**src/rtl/mips_pkg.sv**
```systemverilog
// Shared MIPS pipeline definitions: datapath widths and small address helpers.
package mips_pkg;

  localparam int DATA_W     = 32;
  localparam int REG_ADDR_W = 5;

  // A data access is word-aligned only when the two byte-offset bits are zero.
  function automatic logic is_misaligned(input logic [1:0] byte_offset);
    return byte_offset != 2'b00;
  endfunction

endpackage

```
**src/rtl/data_mem.sv**
```systemverilog
// Word-addressed data RAM: combinational read, write on the rising clock edge.
// Reads see the array directly, so a word written at one edge is returned
// to any access of that word during the following cycle.
module data_mem
  import mips_pkg::*;
#(
  parameter int DEPTH = 64,
  parameter int AW    = $clog2(DEPTH)
) (
  input  logic              clk,
  input  logic              we,
  input  logic [AW-1:0]     addr,
  input  logic [DATA_W-1:0] wd,
  output logic [DATA_W-1:0] rd
);

  logic [DATA_W-1:0] mem [DEPTH];

  // Commit a store to the addressed word; contents are never cleared.
  always_ff @(posedge clk) begin
    if (we) begin
      mem[addr] <= wd;
    end
  end

  assign rd = mem[addr];

endmodule

```
**src/rtl/mem_wb_stage.sv**
```systemverilog
// MEM stage data access plus the MEM/WB pipeline register.
// Stores are gated here (alignment, stall, clear); the W register captures
// control, ALU result and load data, and a sticky flag records any
// misaligned access that reached the memory unstalled.
module mem_wb_stage
  import mips_pkg::*;
#(
  parameter int DEPTH = 64
) (
  input  logic                  clk,
  input  logic                  clr,
  input  logic                  regwriteM,
  input  logic                  memtoRegM,
  input  logic                  memWriteM,
  input  logic [DATA_W-1:0]     aluOutM,
  input  logic [DATA_W-1:0]     writeDataM,
  input  logic [REG_ADDR_W-1:0] writeRegM,
  input  logic                  stallW,
  output logic                  regwriteW,
  output logic                  memtoRegW,
  output logic [DATA_W-1:0]     readDataW,
  output logic [DATA_W-1:0]     aluOutW,
  output logic [REG_ADDR_W-1:0] writeRegW,
  output logic [DATA_W-1:0]     resultW,
  output logic                  memFault
);

  localparam int AW = $clog2(DEPTH);

  logic [AW-1:0]     word_addr;
  logic [DATA_W-1:0] read_data;
  logic              mem_access;
  logic              misaligned;
  logic              store_en;
  logic              unused_addr_bits;

  // Upper address bits are ignored so accesses wrap modulo DEPTH*4 bytes.
  assign word_addr        = aluOutM[AW+1:2];
  assign unused_addr_bits = ^aluOutM[DATA_W-1:AW+2];

  assign mem_access = memWriteM | memtoRegM;
  assign misaligned = mem_access & is_misaligned(aluOutM[1:0]);
  assign store_en   = memWriteM & ~misaligned & ~stallW & ~clr;

  data_mem #(
    .DEPTH (DEPTH),
    .AW    (AW)
  ) u_mem (
    .clk  (clk),
    .we   (store_en),
    .addr (word_addr),
    .wd   (writeDataM),
    .rd   (read_data)
  );

  // W register: clear wins over stall; a stall holds everything; otherwise
  // capture M, dropping the register write of a faulting access.
  always_ff @(posedge clk) begin
    if (clr) begin
      regwriteW <= 1'b0;
      memtoRegW <= 1'b0;
      readDataW <= '0;
      aluOutW   <= '0;
      writeRegW <= '0;
      memFault  <= 1'b0;
    end else if (!stallW) begin
      regwriteW <= regwriteM & ~misaligned;
      memtoRegW <= memtoRegM;
      readDataW <= read_data;
      aluOutW   <= aluOutM;
      writeRegW <= writeRegM;
      memFault  <= memFault | misaligned;
    end
  end

  assign resultW = memtoRegW ? readDataW : aluOutW;

endmodule

```
**config.mk**
```make
export PLATFORM = sky130hd
export DESIGN_NAME = mem_wb_stage
export DESIGN_NICKNAME = d
export VERILOG_FILES = /design/src/rtl/mips_pkg.sv /design/src/rtl/data_mem.sv /design/src/rtl/mem_wb_stage.sv
export SDC_FILE = /design/constraint.sdc
export NUM_CORES = 2
export LEC_CHECK = 0
export CORE_MARGIN = 2
export CORE_UTILIZATION = 50
export DETAILED_ROUTE_END_ITERATION = 6
export GPL_ROUTABILITY_DRIVEN = 0
export PLACE_DENSITY = 0.63
export SYNTH_ARGS = -nofsm -noshare
export SYNTH_HDL_FRONTEND = slang
export SYNTH_SLANG_ARGS = --single-unit
```
**constraint.sdc**
```tcl
create_clock -name clk -period 9.9 [get_ports clk]
set_input_delay 1.98 -clock clk [delete_from_list [all_inputs] [get_ports clk]]
set_output_delay 1.98 -clock clk [all_outputs]
set_load 0.03 [all_outputs]
```
==> reports/metrics.csv <==
metric,value,unit
status,finished with violations,
failing checks,DRC,
peak supply drop,0.1945,mV
RSZ-0062 raised after global routing,no,
Die ar.,0.1666,mm2
worst-margin pin slew,1.320,ns
critical path class,in2reg,
"delay-heaviest family, CP",simple AND/OR/NAND/NOR gates,
sw power,4.339,mW
Fin. Hold Viols,0,
Final Cycle Share,56.44,%
post-CTS setup buffer count,0,
H-tree depth,4,
clock sinks,2120,
Root Driver,clkbuf_16,
Post-synth ARST share,0,%
vias per inst,6.812,
global-route wire length before repair,368.6,mm
Core Region,0.1624,mm2
vias in the first global route,45030,
Ys Warns,0,
DR WL/cell,38.16,um
largest net degree at the start of global routing,104,
"Clk pin slew, worst setup/hold paths",0.06,ns
Max Cap Viol,0,
top_reg_cell synth,edfxtp_1,
DRC Markers,3,
leakage power,29.57,nW
count of input and output buffers,178,
final setup fails,0,
HPWL Detailed,151.6,mm
die height,408.1,um
Area Growth Syn to Fin,14.08,%
largest area contributor in the netlist,edfxtp_1,
# IOs,179,
vias,47960,
Worst path max stage delay,0.97,ns
combinational power share,6.3,%
CTS max path bufs,3,
Yosys cell types,73,
Avg Inst Size Synth,18.47,um2
Slowest cell on crit path,nor2_4,
Critical Path AT,6.07,ns
Switching Fraction,22.96,%
Setup Total Neg Slack,0,ns
DR iter-0 viols,8748,
most frequent cells in the layout,"edfxtp_1, mux2_2, mux2i_1, a221oi_1, clkbuf_16",
Worst Path Max Fanout,56,
min cycle time layout,5.587,ns
"antenna viol nets, final",0,
Crit. End Element,flop,
"commonest non-fill, non-tap cell in the layout",edfxtp_1,
Post-CTS Hold Buffers,0,
CTS tree,done,
CP Data Required Time,10.38,ns
Seq cells post-synth,2120,
# nets final,4752,
"Cell Chain, Critical Path",buf_8 -> buf_4 -> nor2b_4 -> buf_12 -> nand3_1 -> nor2_4 -> buf_4,
"Slew Viols, Final",0,
Synth area leaders,"edfxtp_1, mux2_2, mux4_2",
Clk network pwr share,41.3,%
CP dominant cell by count,buf_4,
critical path buffer and inverter count,4,
post-cts resize count,0,
Worst Skew,0.05526,ns
DRT Pass-1 Iters,7,
GRT Util Overall,31.80,%
share of cells above drive strength 1,20.29,%
initial antenna violation count,16,
Max-slew headroom,12.00,%
Synth top area share,75.31,%
DIE WIDTH,408.1,um
Core Rows,148,
Reg power frac,52.4,%
CTS Buf Count,209,
Initial Util,50.29,%
total gr overflow,0,
Int Pwr,14.56,mW
maximum clock rate,0.1790,GHz
Clock Latency Late Sink,0.87,ns
cells after synthesis,4421,
sequential area share after synthesis,77.07,%
Post-Route WL,268.7,mm
Synth Net Count,4496,
Hold Path Class,reg2reg,
number of flops mapped to enable cells by yosys,2048,
pwr/cell area,202.9,mW/mm2
Syn Std Cell Area,0.08166,mm2
Startpoint Class,input port,
total power,18.90,mW
## cell usage after synthesis, types with 6 or more instances
cell and count:
a211oi_1 18, a21oi_1 116, a221o_1 48, a221oi_1 224
a222oi_1 14, a22o_1 31, a22oi_1 164, a311oi_1 11
a31oi_1 45, and3_1 6, buf_1 25, buf_2 146
buf_4 31, buf_6 22, clkbuf_1 92, dfxtp_1 72
edfxtp_1 2048, mux2_2 251, mux2i_1 242, mux4_2 125
nand2_1 82, nand2b_1 11, nand3_1 20, nand3b_1 6
nand4_1 6, nor2_1 199, nor2b_1 7, nor3_1 11
o2111ai_1 6, o211ai_1 8, o21a_1 6, o21ai_0 93
o221ai_1 9, o22a_1 9, o22ai_1 112, o2bb2ai_1 14
## kinds of logic (layout without fill, tap and decap cells)
group	Yosys count	count (layout)	share of synthesized area, %
other	0	11	0
muxes	619	619	9.888
and+or+nand+nor	369	369	1.953
AOI/OAI and AO/OA	989	989	8.995
buffers and inverters	324	758	2.091
DFF	2120	2120	77.07
## final timing paths
check / cells past startpoint / slack, ns / startpoint / end
setup reg to reg: 6 / 7.06 / u_mem.mem[44][21] / readDataW[21]
hold / removal: 2 / 0.49 / writeRegW[4] / writeRegW[4]
hold reg to reg: 2 / 0.49 / writeRegW[4] / writeRegW[4]
setup / recovery: 7 / 4.31 / aluOutM[2] / u_mem.mem[54][31]
## metrics by stage
stage | std cells | setup slack [ns] | util, % | cell area [um2] | hold WS (ns)
global placement | 6641 | 3.672 | 53.23 | 86440 | 0.4603
global route | 7030 | 4.268 | 57.35 | 93140 | 0.5262
finish | 7041 | 4.313 | 57.37 | 93160 | 0.4927
floorplan | 4421 | 4.763 | - | 81660 | 0.5900
CTS | 7030 | 4.492 | 57.35 | 93140 | 0.4978
detailed placement | 6641 | 3.631 | 53.23 | 86440 | 0.4834
## worst register-to-register path, cell delays in order, from the launching register on
cell	delay (ns)
edfxtp_1	0.36
mux2i_1	0.16
o22a_1	0.16
o21ai_0	0.12
a221oi_1	0.87
nand4_1	0.55
o311a_1	0.51
## power groups by stage
stage | registers, mW | logic [mW] | clock network, mW
final | 9.90 | 1.20 | 7.80
after global placement | 10.1 | 1.15 | 0
after floorplan | 10.1 | 0.538 | 0
after global routing | 9.90 | 1.22 | 8.18
after detailed placement | 10.1 | 1.16 | 0
after CTS | 9.90 | 1.17 | 7.84
## metal layers
layer / vias to the layer above / global-route usage [%] / share of wire (%)
met3: 581 / 9.054 / 13
met4: 16 / 12.75 / 4.4
met2: 3727 / 46.98 / 44
li1: 18910 / - / -
met5: - / 0 / 0.055
met1: 24730 / 44.73 / 38
## flip-flops by register name, indices dropped and copies added (netlist names)
signal     flops
memtoRegW      1
regwriteW      1
readDataW     32
memFault       1
u_mem.mem   2048
aluOutW       32
writeRegW      5
## area by class of cell
| type | count | area, um2 |
|---|---|---|
| fillers | 12150 | 69240 |
| clock buffers | 281 | 5592 |
| flip-flops and latches | 2120 | 62940 |
| multi-input cells | 1977 | 17620 |
| well taps | 2175 | 2721 |
| inverters | 6 | 31.28 |
| clock inverters | 108 | 1101 |
| repair buffers | 363 | 3131 |
| diodes | 11 | 27.53 |
No activity file was read; power rests on OpenSTA's default activity.
